File: config.mk
export PLATFORM = sky130hd
export DESIGN_NAME = alu_op_sequencer
export DESIGN_NICKNAME = d
export VERILOG_FILES = /design/src/rtl/alu_op_sequencer.sv
export SDC_FILE = /design/constraint.sdc
export NUM_CORES = 1
export LEC_CHECK = 0
export BUFFER_PORTS_ARGS = -buffer_cell sky130_fd_sc_hd__buf_2
export CAP_MARGIN = 20
export CORE_MARGIN = 4
export CORE_UTILIZATION = 28
export CTS_CLUSTER_DIAMETER = 60
export CTS_CLUSTER_SIZE = 14
export DETAILED_ROUTE_END_ITERATION = 8
export PLACE_DENSITY = 0.53
export SLEW_MARGIN = 20
export SYNTH_ARGS = -nofsm -noshare
export SYNTH_HDL_FRONTEND = slang
export SYNTH_SLANG_ARGS = --single-unit
File: constraint.sdc
create_clock -name clock -period 4.45 [get_ports clock]
set_input_delay 0.2225 -clock clock [delete_from_list [all_inputs] [get_ports clock]]
set_output_delay 0.2225 -clock clock [all_outputs]
set_load 0.02 [all_outputs]
File: src/rtl/alu_op_sequencer.sv
// alu_op_sequencer: issues ALU opcodes as registered one-hot enables.
// Single-cycle ops (0..5, 8..N_OPS-1) produce their enable one cycle after acceptance.
// mul (6) and div (7) raise a start pulse, hold the sequencer busy, then emit one completion cycle.
// Optional feature: define ALU_OP_ILLEGAL_TRAP_EN to add the sticky `illegal` output.
module alu_op_sequencer #(
  parameter int unsigned OPCODE_W      = 5,
  parameter int unsigned N_OPS         = 8,
  parameter int unsigned MULDIV_CYCLES = 32
) (
  input  logic                clock,
  input  logic                reset,
  input  logic                in_valid,
  output logic                in_ready,
  input  logic [OPCODE_W-1:0] ctrl_ALUopcode,
  input  logic                flush,
  output logic [N_OPS-1:0]    enable_wires,
  output logic                out_valid,
  output logic                ctrl_MULT,
  output logic                ctrl_DIV,
  output logic                data_resultRDY,
  output logic                busy
`ifdef ALU_OP_ILLEGAL_TRAP_EN
  ,
  output logic                illegal
`endif
);

  localparam logic [7:0]  CntLoad = 8'(MULDIV_CYCLES - 1);
  localparam int unsigned OpMul   = 6;
  localparam int unsigned OpDiv   = 7;

  typedef enum logic [1:0] {StIdle, StBusyMul, StBusyDiv, StDone} state_e;

  state_e           state_q, state_d;
  logic [7:0]       cnt_q, cnt_d;
  logic [N_OPS-1:0] en_q, en_d;
  logic             ov_q, ov_d;
  logic             mult_q, mult_d;
  logic             div_q, div_d;
  logic             rdy_q, rdy_d;

  logic [31:0]      op_idx;
  logic             accept;
  logic             supported;
  logic             hot_en;
  int unsigned      hot_idx;

  assign op_idx    = 32'(ctrl_ALUopcode);
  assign in_ready  = (state_q == StIdle) && !flush;
  assign accept    = in_valid && in_ready;
  assign supported = op_idx < N_OPS;

  // Next-state, counter and registered-output decode; flush overrides everything.
  always_comb begin
    state_d = state_q;
    cnt_d   = cnt_q;
    mult_d  = 1'b0;
    div_d   = 1'b0;
    rdy_d   = 1'b0;
    hot_en  = 1'b0;
    hot_idx = 0;
    if (flush) begin
      state_d = StIdle;
      cnt_d   = '0;
    end else begin
      unique case (state_q)
        StIdle: begin
          if (accept) begin
            if (op_idx == OpMul) begin
              state_d = StBusyMul;
              cnt_d   = CntLoad;
              mult_d  = 1'b1;
            end else if (op_idx == OpDiv) begin
              state_d = StBusyDiv;
              cnt_d   = CntLoad;
              div_d   = 1'b1;
            end else if (supported) begin
              hot_en  = 1'b1;
              hot_idx = op_idx;
            end
          end
        end
        StBusyMul, StBusyDiv: begin
          if (cnt_q == 8'd0) begin
            state_d = StDone;
            rdy_d   = 1'b1;
            hot_en  = 1'b1;
            hot_idx = (state_q == StBusyMul) ? OpMul : OpDiv;
          end else begin
            cnt_d = cnt_q - 8'd1;
          end
        end
        StDone: begin
          state_d = StIdle;
        end
        default: begin
          state_d = StIdle;
        end
      endcase
    end
    // Enable is only ever nonzero together with out_valid.
    ov_d = hot_en;
    for (int unsigned i = 0; i < N_OPS; i++) begin
      en_d[i] = hot_en && (i == hot_idx);
    end
  end

  // State, counter and registered outputs.
  always_ff @(posedge clock or negedge reset) begin
    if (!reset) begin
      state_q <= StIdle;
      cnt_q   <= '0;
      en_q    <= '0;
      ov_q    <= 1'b0;
      mult_q  <= 1'b0;
      div_q   <= 1'b0;
      rdy_q   <= 1'b0;
    end else begin
      state_q <= state_d;
      cnt_q   <= cnt_d;
      en_q    <= en_d;
      ov_q    <= ov_d;
      mult_q  <= mult_d;
      div_q   <= div_d;
      rdy_q   <= rdy_d;
    end
  end

  assign enable_wires   = en_q;
  assign out_valid      = ov_q;
  assign ctrl_MULT      = mult_q;
  assign ctrl_DIV       = div_q;
  assign data_resultRDY = rdy_q;
  assign busy           = (state_q != StIdle);

`ifdef ALU_OP_ILLEGAL_TRAP_EN
  logic illegal_q;

  // Sticky trap on an accepted unsupported opcode; only reset clears it.
  always_ff @(posedge clock or negedge reset) begin
    if (!reset) begin
      illegal_q <= 1'b0;
    end else if (accept && !supported) begin
      illegal_q <= 1'b1;
    end
  end

  assign illegal = illegal_q;
`endif

endmodule

# Word level (Yosys, flattened, before mapping)

Cells that the tools add are included.

Add/subtract/negate cells: 1
Equal/unequal tests: 16
Magnitude comparators: 1
Reduce and logical (&&, ||, !) cells: 19
Mux-type cells: 38

Operators with widths:

| cell                                                                         | count |
|---|---|
| 3-bit by 32-bit == test with 1-bit output, first input constant              | 4 |
| 2-bit by 32-bit == test with 1-bit output, first input constant              | 2 |
| 8-bit 2-to-1 mux                                                             | 5 |
| 1-bit by 32-bit == test with 1-bit output, first input constant              | 1 |
| 32-bit zero test                                                             | 1 |
| 5-bit 2-to-1 mux                                                             | 5 |
| 1-bit 2-to-1 mux                                                             | 18 |
| 8-bit case mux with 2 select lines                                           | 1 |
| 5-bit by 3-bit == test with 1-bit output, second input constant              | 2 |
| 1-bit logical AND                                                            | 10 |
| 2-bit 2-to-1 mux                                                             | 5 |
| 5-bit case mux with 2 select lines                                           | 1 |
| 3-bit inequality test, second input constant                                 | 3 |
| 8-bit zero test                                                              | 1 |
| 8-bit by 1-bit subtractor with 8-bit output, second input constant           | 1 |
| 2-bit case mux with 3 select lines                                           | 1 |
| 5-bit by 4-bit less-than comparator with 1-bit output, second input constant | 1 |
| 2-bit == test, second input constant                                         | 2 |
| 4-bit by 2-bit inequality test with 1-bit output, second input constant      | 1 |
| 4-bit AND reduction                                                          | 1 |
| 3-bit 2-to-1 mux                                                             | 1 |
| 3-bit AND reduction                                                          | 1 |
| 3-bit nonzero test                                                           | 1 |
| 2-bit by 1-bit == test with 1-bit output, second input constant              | 1 |
| other kinds (5)                                                              | 5 |

Bits in registers: 22
Bits of input ports: 9

# Longest topological paths before layout

Gate-level depths: netlist (run 1).

Depth after elaboration: 9
Depth in mapped cells: 7
Mapped depth without buffers: 6

# Worst setup path before layout (run 1)

OpenSTA, ideal clock, no wires.

Kind: register to register
Start: reg state_q[0]
End: reg cnt_q[1]
Cell stages (with the launch flop): 7
Path slack: 2.665 ns
Setup time: 0.123 ns
Arrival time: 1.663 ns
Period minus slack after synthesis: 1.785 ns
Buffers on the path: 0
Cell sequence: dfrtp_1 inv_1 ha_1 nor2b_1 a31oi_1 a21oi_1 o221a_2

Cells in the longest elaborated chain, start to end: 5

RTL lines:

| element                         | line   | RTL |
|---|---|---|
| from (decl)                     | 34     | `state_e state_q, state_d;` |
| from (signal assigned)          | 111    | `state_q <= StIdle;` |
| from (signal assigned)          | 119    | `state_q <= state_d;` |
| 2-bit zero test                 | 49, 66 |  |
| 1-bit logical AND               | 49     | `assign in_ready = (state_q == StIdle) && !flush;` |
| 1-bit logical AND               | 50     | `assign accept = in_valid && in_ready;` |
| 3-bit inequality test (no line) | -      |  |
| 4-bit AND reduction (no line)   | -      |  |
| to (signal assigned)            | 120    | `cnt_q <= cnt_d;` |
| to (decl)                       | 35     | `logic [7:0] cnt_q, cnt_d;` |

Parallel ways exist; a longest one is shown, timed or not.
A chain may end at the register's enable or synchronous reset.

# Final worst setup path (run 1)

Ends and elaborated chain as after synthesis.

==> results of run 1 <==
## cell families after synthesis
family	synth area share, %
and+or+nand+nor	25.3
DFF	46.9
AOI/OAI and AO/OA	16.1
buffers and inverters	3.52
muxes	1.81
adders and majority gates	6.40
## flip-flops by register name, indices dropped and copies added (netlist names)
signal          cells
ctrl_DIV            1
cnt_q               8
enable_wires        8
state_q             2
ctrl_MULT           1
out_valid           1
data_resultRDY      1
## cell usage after synthesis
cell	n	area (µm²)
o21ai_0	3	15.0
a31oi_1	2	12.5
nor3b_2	1	12.5
nand2b_1	2	12.5
o211ai_1	2	15.0
mux2_2	1	11.3
nand3b_1	1	7.51
nor3_1	5	25.0
inv_1	9	33.8
a31o_2	1	8.76
nor2b_1	4	25.0
or4b_1	2	20.0
ha_1	6	75.1
o31a_2	1	10.0
o31ai_1	2	15.0
nor2_1	11	41.3
o41ai_1	1	8.76
a211oi_1	1	7.51
nor4_1	2	12.5
nor3b_1	3	22.5
and3_2	1	7.51
clkbuf_1	2	7.51
nand4b_1	2	17.5
a21boi_0	1	7.51
a21oi_1	5	25.0
mux2i_1	1	10.0
a32o_1	1	10.0
nor4b_1	1	8.76
a21o_1	1	7.51
nand2_1	9	33.8
nand4_1	2	12.5
and2_1	2	12.5
dfrtp_1	22	551
o221a_2	2	22.5
a22oi_1	1	7.51
nand3_1	5	25.0
o2bb2ai_1	1	8.76
o21a_1	1	7.51
## stage by stage
step,std cells,setup WS (ns),util [%],power [mW]
after CTS,195,2.17,34.8,0.938
after floorplan,120,2.66,-,0.660
after detailed placement,190,2.18,33.2,0.790
final,195,2.19,34.8,0.932
after global routing,195,2.00,34.8,1.02
after global placement,190,2.28,33.2,0.789
## power by group
part,internal (mW),switching [mW]
clock,0.0788,0.0642
combinational,0.196,0.316
sequential,0.240,0.0365
total,0.515,0.417
## worst paths after layout
check,endpoint,slack (ns),cells after the start
max reg2reg,cnt_q[1]$_DFFE_PN0P_,2.19,6
min reg2reg,cnt_q[7]$_DFFE_PN0P_,0.52,1
min,ctrl_MULT$_DFF_PN0_,0.16,2
min in group asynchronous,ctrl_DIV$_DFF_PN0_,0.46,2
max,cnt_q[1]$_DFFE_PN0P_,2.19,6
max in group asynchronous,cnt_q[2]$_DFFE_PN0P_,3.65,2
## final cells by class
cell class / instances / area share (%)
multi-input combinational: 87 / 41.4
sequential: 22 / 39.2
timing repair buffer: 23 / 8.56
tap: 50 / 4.46
clock buffer: 4 / 3.92
inverter: 9 / 2.41
## layer usage
metal	wire, µm	track usage [%]	vias up
met5	0	0	-
met4	31	3.07	0
met1	1240	14.6	474
met3	234	2.20	4
li1	-	-	489
met2	1260	17.6	41
==> results_dict.tcl, run 1 <==
set metrics [dict create \
    path_class "reg -> reg" \
    grt_usage_pct 10.8 \
    drtIter0Drc 62 \
    syn_area_um2 1170 \
    first_pass_iters 4 \
    cts_buffers 3 \
    gp_congestion 0.877 \
    post_cts_buffers 0 \
    fin_crit_sh_pct 50.8 \
    ir_drop_v 0.000308 \
    rows 23 \
    ant_nets 0 \
    final_hold_viol_count 0 \
    ys_seq_elements 22 \
    p_leak_nw 0.665 \
    crit_family "compound AO/OA/AOI/OAI gates" \
    grt_max_degree 23 \
    finalMaxSlewViolations 0 \
    h-tree-depth 1 \
    portBuffers 22 \
    min_from "ctrl_ALUopcode[0]" \
    critPathSlowestCell "a31oi_1" \
    pin_count 23 \
    hold_path.class "in -> reg" \
    grt_pass1_wl_um 4510 \
    multiInputGateArea_um2 582 \
    arrival_ns 2.41 \
    synth_seq_area_share_pct 46.9 \
    crit_buf_inv 1 \
    period_needed_ns 2.26 \
    grt_pass1_vias 954 \
    dieHeight_um 72.7 \
    yosysUniqueCellTypes 38 \
    crit_path_max_incr_delay_ns 0.53 \
    core-area_um2 4030 \
    drc_errors 0 \
    crit_start "state_q[0]$_DFFE_PN0P_" \
    finalSetupViolations 0 \
    final_cell_mix "dfrtp_1 (22), buf_2 (22), nor2_1 (11), inv_1 (9), nand2_1 (9)" \
    initial_core_util_pct 29.1 \
    nNetsFinal 161 \
    regArea_um2 551 \
    fmax_mhz 443 \
    vias 1008 \
    crit_path_start_kind "flop" \
    routed_wl_um 2760 \
    cts_tree "done" \
    tightest_slew_ns 0.686 \
    place_area_um2 1340 \
    cp_cell_sequence "inv_1 > ha_1 > nor2b_1 > a31oi_1 > a21oi_1 > o221a_2" \
    fin_area_um2 1400 \
    relSlewSlack_pct 54.0 \
    critPathCaptureType "flop" \
    cts_root_buffer "clkbuf_8" \
    status "completed" \
    vias_per_cell 5.17 \
    power.density_nw_per_um2 664 \
    path_max_fanout 13 \
    wl_per_cell_um 14.1 \
    num_antenna_cells 0 \
    area_growth_pct 19.6 \
    clk_path_buf_depth 2 \
    r2r-start "state_q[0]$_DFFE_PN0P_" \
    fp.dieW_um 72.7 \
    dieArea_um2 5290 \
    rsz0062_at_grt "no" \
    drive_gt1_share_pct 22.8 \
    cp.required_ns 4.61 \
    hpwl_um 2140 \
    clk-insertion-delay-late_ns 0.26 \
    postSynthCellCount 120 \
    fillCellCount 432 \
    cts.sinks 22 \
    gr-total-overflow 0 \
    syn_avg_cell_area_um2 9.78 \
    ys_warn_count 0 \
    antenna_found_initial 0 \
    post_cts_hold_buffer_count 1 \
    cts.repair.resized 0 \
    fin_setup_tns_ns 0 \
    fin_worst_skew_ns 0.00502 \
    clkTransAtPathRegs_ns 0.08 \
    syn_nets 135 \
    timing.hold.ws_ns 0.162 \
    maxCapViolations 0 \
]
No activity file was read; power rests on OpenSTA's default activity.
==> run 2: changes to the inputs <==
Settings changed: PLACE_DENSITY 0.53 to 0.55.
Clock period 4.45 ns to 2.05 ns, I/O delays scaled along.
==> results_dict.tcl, run 2 (synthesis results as in run 1) <==
set metrics [dict create \
    drive_gt1_share_pct 24.8 \
    multiInputGateArea_um2 582 \
    pin_count 23 \
    crit_path_max_incr_delay_ns 0.50 \
    period_needed_ns 1.92 \
    crit_path_start_kind "flop" \
    status "completed" \
    hold_path.class "in -> reg" \
    gp_congestion 0.889 \
    p_leak_nw 0.690 \
    nNetsFinal 165 \
    routed_wl_um 2840 \
    relSlewSlack_pct 66.8 \
    fin_worst_skew_ns 0.00593 \
    vias_per_cell 5.28 \
    wl_per_cell_um 14.3 \
    cpMostUsedCell "or4b_1" \
    drc_errors 0 \
    drtIter0Drc 56 \
    ir_drop_v 0.000914 \
    rr_endpoint "cnt_q[6]$_DFFE_PN0P_" \
    rows 23 \
    pwr-share-clk_pct 18.6 \
    critPathSlowestCell "or4b_1" \
    reg2reg_depth 5 \
    crit_buf_inv 1 \
    cts_root_buffer "clkbuf_8" \
    finalSetupViolations 0 \
    clkTransAtPathRegs_ns 0.09 \
    power.density_nw_per_um2 1520 \
    maxCapViolations 0 \
    vias 1051 \
    tightest_slew_ns 0.498 \
    num_antenna_cells 0 \
    cp_cell_sequence "inv_1 > ha_1 > or4b_1 > or4b_1 > a21oi_1" \
    cts.sinks 22 \
    internal_power_mw 1.26 \
    p_sw_mw 0.936 \
    grt_pass1_vias 1023 \
    switching_share_pct 42.6 \
    fp.dieW_um 72.7 \
    hpwl_um 2190 \
    path_class "reg -> reg" \
    cts_buffers 3 \
    regArea_um2 551 \
    clk-insertion-delay-late_ns 0.27 \
    fin_setup_tns_ns 0 \
    final_cell_mix "dfrtp_1 (22), buf_2 (22), nor2_1 (11), inv_1 (9), nand2_1 (9)" \
    comb_power_share_pct 54.3 \
    clk_path_buf_depth 2 \
    dieHeight_um 72.7 \
    grt_max_degree 23 \
    reg2reg_slack_ns 0.13 \
    timing.hold.ws_ns 0.0465 \
    seq_power_share_pct 27.1 \
    critical_path_depth 5 \
    portBuffers 22 \
    fin_crit_sh_pct 93.8 \
    cp.required_ns 2.24 \
    gr-total-overflow 0 \
    grt_pass1_wl_um 4710 \
    antenna_found_initial 0 \
    arrival_ns 2.12 \
    min_from "ctrl_ALUopcode[0]" \
    fillCellCount 423 \
    crit_start "cnt_q[0]$_DFFE_PN0P_" \
    area_growth_pct 23.6 \
    core-area_um2 4030 \
    rsz0062_at_grt "no" \
    grt_usage_pct 11.4 \
    initial_core_util_pct 29.1 \
    dieArea_um2 5290 \
    fmax_mhz 520 \
    path_max_fanout 5 \
    cts_tree "done" \
    first_pass_iters 4 \
    ant_nets 0 \
    worstSetupEndpoint "cnt_q[6]$_DFFE_PN0P_" \
    critPathCaptureType "flop" \
    final_hold_viol_count 0 \
    finalMaxSlewViolations 0 \
    h-tree-depth 1 \
    r2r-start "cnt_q[0]$_DFFE_PN0P_" \
    crit_family "simple AND/OR/NAND/NOR gates" \
    post_cts_buffers 0 \
]
==> run 2: cell count changes in the layout (fill, tap and decap cells not counted), sizes merged <==
cell / change
clkbuf: -1
buf: +4
bufinv: +1
==> run 2: area by class of cell <==
class | count | share of cell area, %
clock buffers | 3 | 2.85
clock inverters | 1 | 2.07
inverters | 9 | 2.33
multi-input cells | 87 | 40.1
flip-flops and latches | 22 | 38.0
well taps | 50 | 4.31
repair buffers | 27 | 10.4
==> run 2: worst reg2reg max path, delay by kind of cell, from the launching register on <==
family          cells  cell delay, ns
buf+inv             1            0.10
simple gates        2            0.99
flops               1            0.43
compound gates      1            0.13
fa+ha+maj           1            0.19
==> run 2: what timing repair did <==
item	CTS	global route
hold buffers	1	0
endpoints found under the setup margin	0	0
hold endpoints to repair	22	0
gates resized for setup	0	0
==> run 2: how the worst min path moves through the flow <==
stage                                      to  cells after the start
floorplan                cnt_q[0]$_DFFE_PN0P_                      0
global placement    enable_wires[4]$_DFF_PN0_                      1
detailed placement  enable_wires[5]$_DFF_PN0_                      1
CTS                       ctrl_MULT$_DFF_PN0_                      2
global route              ctrl_MULT$_DFF_PN0_                      2
finish                    ctrl_MULT$_DFF_PN0_                      2
==> run 2: routing by layer <==
layer | share of wire, % | wire [µm] | up-vias | global-route usage, %
met3 | 7.7 | 219 | 4 | 3.86
met1 | 44 | 1250 | 514 | 14.9
met5 | 0 | 0 | - | 0
met4 | 0.70 | 20 | 0 | 2.05
li1 | - | - | 496 | -
met2 | 47 | 1340 | 37 | 18.3
==> run 2: power by group through the flow <==
stage / Clock (mW) / Combinational (mW) / Sequential, mW
6_report: 0.410 / 1.19 / 0.596
5_1_grt: 0.443 / 1.33 / 0.609
4_1_cts: 0.422 / 1.18 / 0.593
3_5_place_dp: 0 / 1.17 / 0.601
3_3_place_gp: 0 / 1.16 / 0.598
2_1_floorplan: 0 / 0.833 / 0.600
==> run 2: stage by stage <==
step | worst slack [ns] | util [%] | area (µm²) | total power, mW | instances
2_1_floorplan | 0.265 | - | 1170 | 1.43 | 120
5_1_grt | 0.0207 | 36.0 | 1450 | 2.38 | 199
4_1_cts | 0.123 | 36.0 | 1450 | 2.20 | 199
6_report | 0.127 | 36.0 | 1450 | 2.20 | 199
3_5_place_dp | 0.145 | 34.0 | 1370 | 1.77 | 194
3_3_place_gp | 0.221 | 34.0 | 1370 | 1.76 | 194
==> run 3: changes to the inputs <==
Settings changed: CAP_MARGIN 20 to 10, GPL_TIMING_DRIVEN from default to 0, PLACE_DENSITY 0.55 to 0.56.
==> results_dict.tcl, run 3 (synthesis results as in run 1) <==
set metrics [dict create \
    status "completed" \
    crit_buf_inv 1 \
    dieHeight_um 72.7 \
    crit_path_max_incr_delay_ns 0.50 \
    relSlewSlack_pct 65.7 \
    post_cts_buffers 0 \
    gp_congestion 0.894 \
    comb_power_share_pct 54.9 \
    hpwl_um 2200 \
    p_leak_nw 0.684 \
    cts_tree "done" \
    arrival_ns 2.12 \
    pin_count 23 \
    vias 1016 \
    fmax_mhz 515 \
    finalMaxSlewViolations 0 \
    dieArea_um2 5290 \
    cp.required_ns 2.23 \
    top_usage_layer "met2" \
    switching_share_pct 43.2 \
    gr-usage-met3_pct 2.89 \
    final_util_pct 36.2 \
    num_antenna_cells 0 \
    wl_per_cell_um 14.7 \
    clk_path_buf_depth 2 \
    cts.sinks 22 \
    crit_family "simple AND/OR/NAND/NOR gates" \
    rows 23 \
    area_growth_pct 24.2 \
    hold_path.class "in -> reg" \
    cts_buffers 3 \
    finalSetupViolations 0 \
    drc_errors 0 \
    met1_usage_pct 14.3 \
    critPathSlowestCell "or4b_4" \
    grt_pass1_vias 1021 \
    tightest_slew_ns 0.515 \
    fin_crit_sh_pct 94.8 \
    timing.hold.ws_ns 0.0531 \
    routed_wl_um 2890 \
    drtIter0Drc 52 \
    period_needed_ns 1.94 \
    clkTransAtPathRegs_ns 0.08 \
    ant_nets 0 \
    post-place-ws_ns -0.142 \
    grt_pass1_wl_um 4710 \
    initial_core_util_pct 29.1 \
    grt_usage_pct 11.4 \
    seq_power_share_pct 27.1 \
    portBuffers 22 \
    drive_gt1_share_pct 26.5 \
    fillCellCount 422 \
    cts_root_buffer "clkbuf_8" \
    ir_drop_v 0.000796 \
    fin_worst_skew_ns 0.00199 \
    clk-insertion-delay-late_ns 0.26 \
    first_pass_iters 4 \
    use_met2_pct 20.0 \
    internal_power_mw 1.26 \
    antenna_found_initial 0 \
    core-area_um2 4030 \
    p_sw_mw 0.955 \
    pwr-share-clk_pct 18.0 \
    final_cell_mix "dfrtp_1 (22), buf_2 (22), nor2_1 (11), inv_1 (9), nand2_1 (9)" \
    vias_per_cell 5.16 \
    h-tree-depth 1 \
    gr-total-overflow 0 \
    final_hold_viol_count 0 \
    grt_max_degree 23 \
    fp.dieW_um 72.7 \
    power.density_nw_per_um2 1520 \
    crit_path_start_kind "flop" \
    cp_cell_sequence "inv_1 > ha_1 > or4b_4 > or4b_1 > a21oi_1" \
    maxCapViolations 0 \
    nNetsFinal 163 \
    path_max_fanout 5 \
    critPathCaptureType "flop" \
    path_class "reg -> reg" \
    setup_ws_ns 0.107 \
]
[run 3: cell count changes in the layout (fill, tap and decap cells not counted)]
| cell | change |
|---|---|
| a31oi_1 | -1 |
| a31oi_4 | +1 |
| buf_4 | -4 |
| clkbuf_1 | +1 |
| clkbuf_2 | +1 |
| nor2b_1 | -2 |
| nor2b_2 | +2 |
| nor3_1 | -1 |
| nor3_2 | +1 |
| or4b_1 | -1 |
| or4b_4 | +1 |
[run 3: path summary, 6_finish.rpt]
| path | start | endpoint | slack (ns) | cells past startpoint |
|---|---|---|---|---|
| max | cnt_q[0]$_DFFE_PN0P_ | cnt_q[6]$_DFFE_PN0P_ | 0.11 | 5 |
| max in group asynchronous | reset | cnt_q[5]$_DFFE_PN0P_ | 1.39 | 2 |
| max reg2reg | cnt_q[0]$_DFFE_PN0P_ | cnt_q[6]$_DFFE_PN0P_ | 0.11 | 5 |
| min | ctrl_ALUopcode[0] | ctrl_MULT$_DFF_PN0_ | 0.05 | 2 |
| min in group asynchronous | reset | enable_wires[1]$_DFF_PN0_ | 0.33 | 2 |
| min reg2reg | cnt_q[7]$_DFFE_PN0P_ | cnt_q[7]$_DFFE_PN0P_ | 0.52 | 1 |
[run 3: power groups by stage]
stage | registers [mW] | logic, mW | clock network (mW)
2_1_floorplan | 0.600 | 0.833 | 0
5_1_grt | 0.616 | 1.37 | 0.430
4_1_cts | 0.592 | 1.15 | 0.413
3_3_place_gp | 0.597 | 1.10 | 0
6_report | 0.599 | 1.22 | 0.398
3_5_place_dp | 0.602 | 1.14 | 0
[run 3: stage by stage]
stage / power, mW / TNS, ns / std cells / cell area, µm²
6_report: 2.21 / 0 / 197 / 1460
5_1_grt: 2.42 / -0.00176 / 197 / 1460
4_1_cts: 2.16 / 0 / 197 / 1430
3_5_place_dp: 1.74 / -0.383 / 192 / 1350
3_3_place_gp: 1.69 / -0.139 / 192 / 1350
2_1_floorplan: 1.43 / 0 / 120 / 1170
[run 3: worst register-to-register path: cells and delay by family (launching register included)]
| family | cells | cell delay (ns) |
|---|---|---|
| and+or+nand+nor | 2 | 0.99 |
| DFF | 1 | 0.42 |
| AOI/OAI and AO/OA | 1 | 0.14 |
| adders and majority gates | 1 | 0.21 |
| buffers and inverters | 1 | 0.10 |
[run 3: layout make-up]
cell class	instances	area (µm²)	share of cell area, %
Tap cell	50	62.6	4.29
Clock inverter	1	30.0	2.06
Sequential cell	22	551	37.8
Multi-Input combinational cell	87	611	41.9
Buffer	2	8.76	0.601
Inverter	9	33.8	2.32
Clock buffer	3	41.3	2.83
Timing Repair Buffer	23	120	8.24
[run 3: routing by layer]
metal | part of all wire, % | wire length [µm]
met1 | 45 | 1310
met2 | 46 | 1330
met3 | 8.1 | 235
met4 | 0.66 | 19
met5 | 0 | 0
[run 3: timing repair]
| item | 4_1_cts | 5_1_grt |
|---|---|---|
| resized for setup | 1 | 7 |
| hold endpoints to repair | 22 | 0 |
| setup endpoints to repair | 4 | 14 |
| hold buffers | 1 | 0 |
| gates cloned | 0 | 0 |
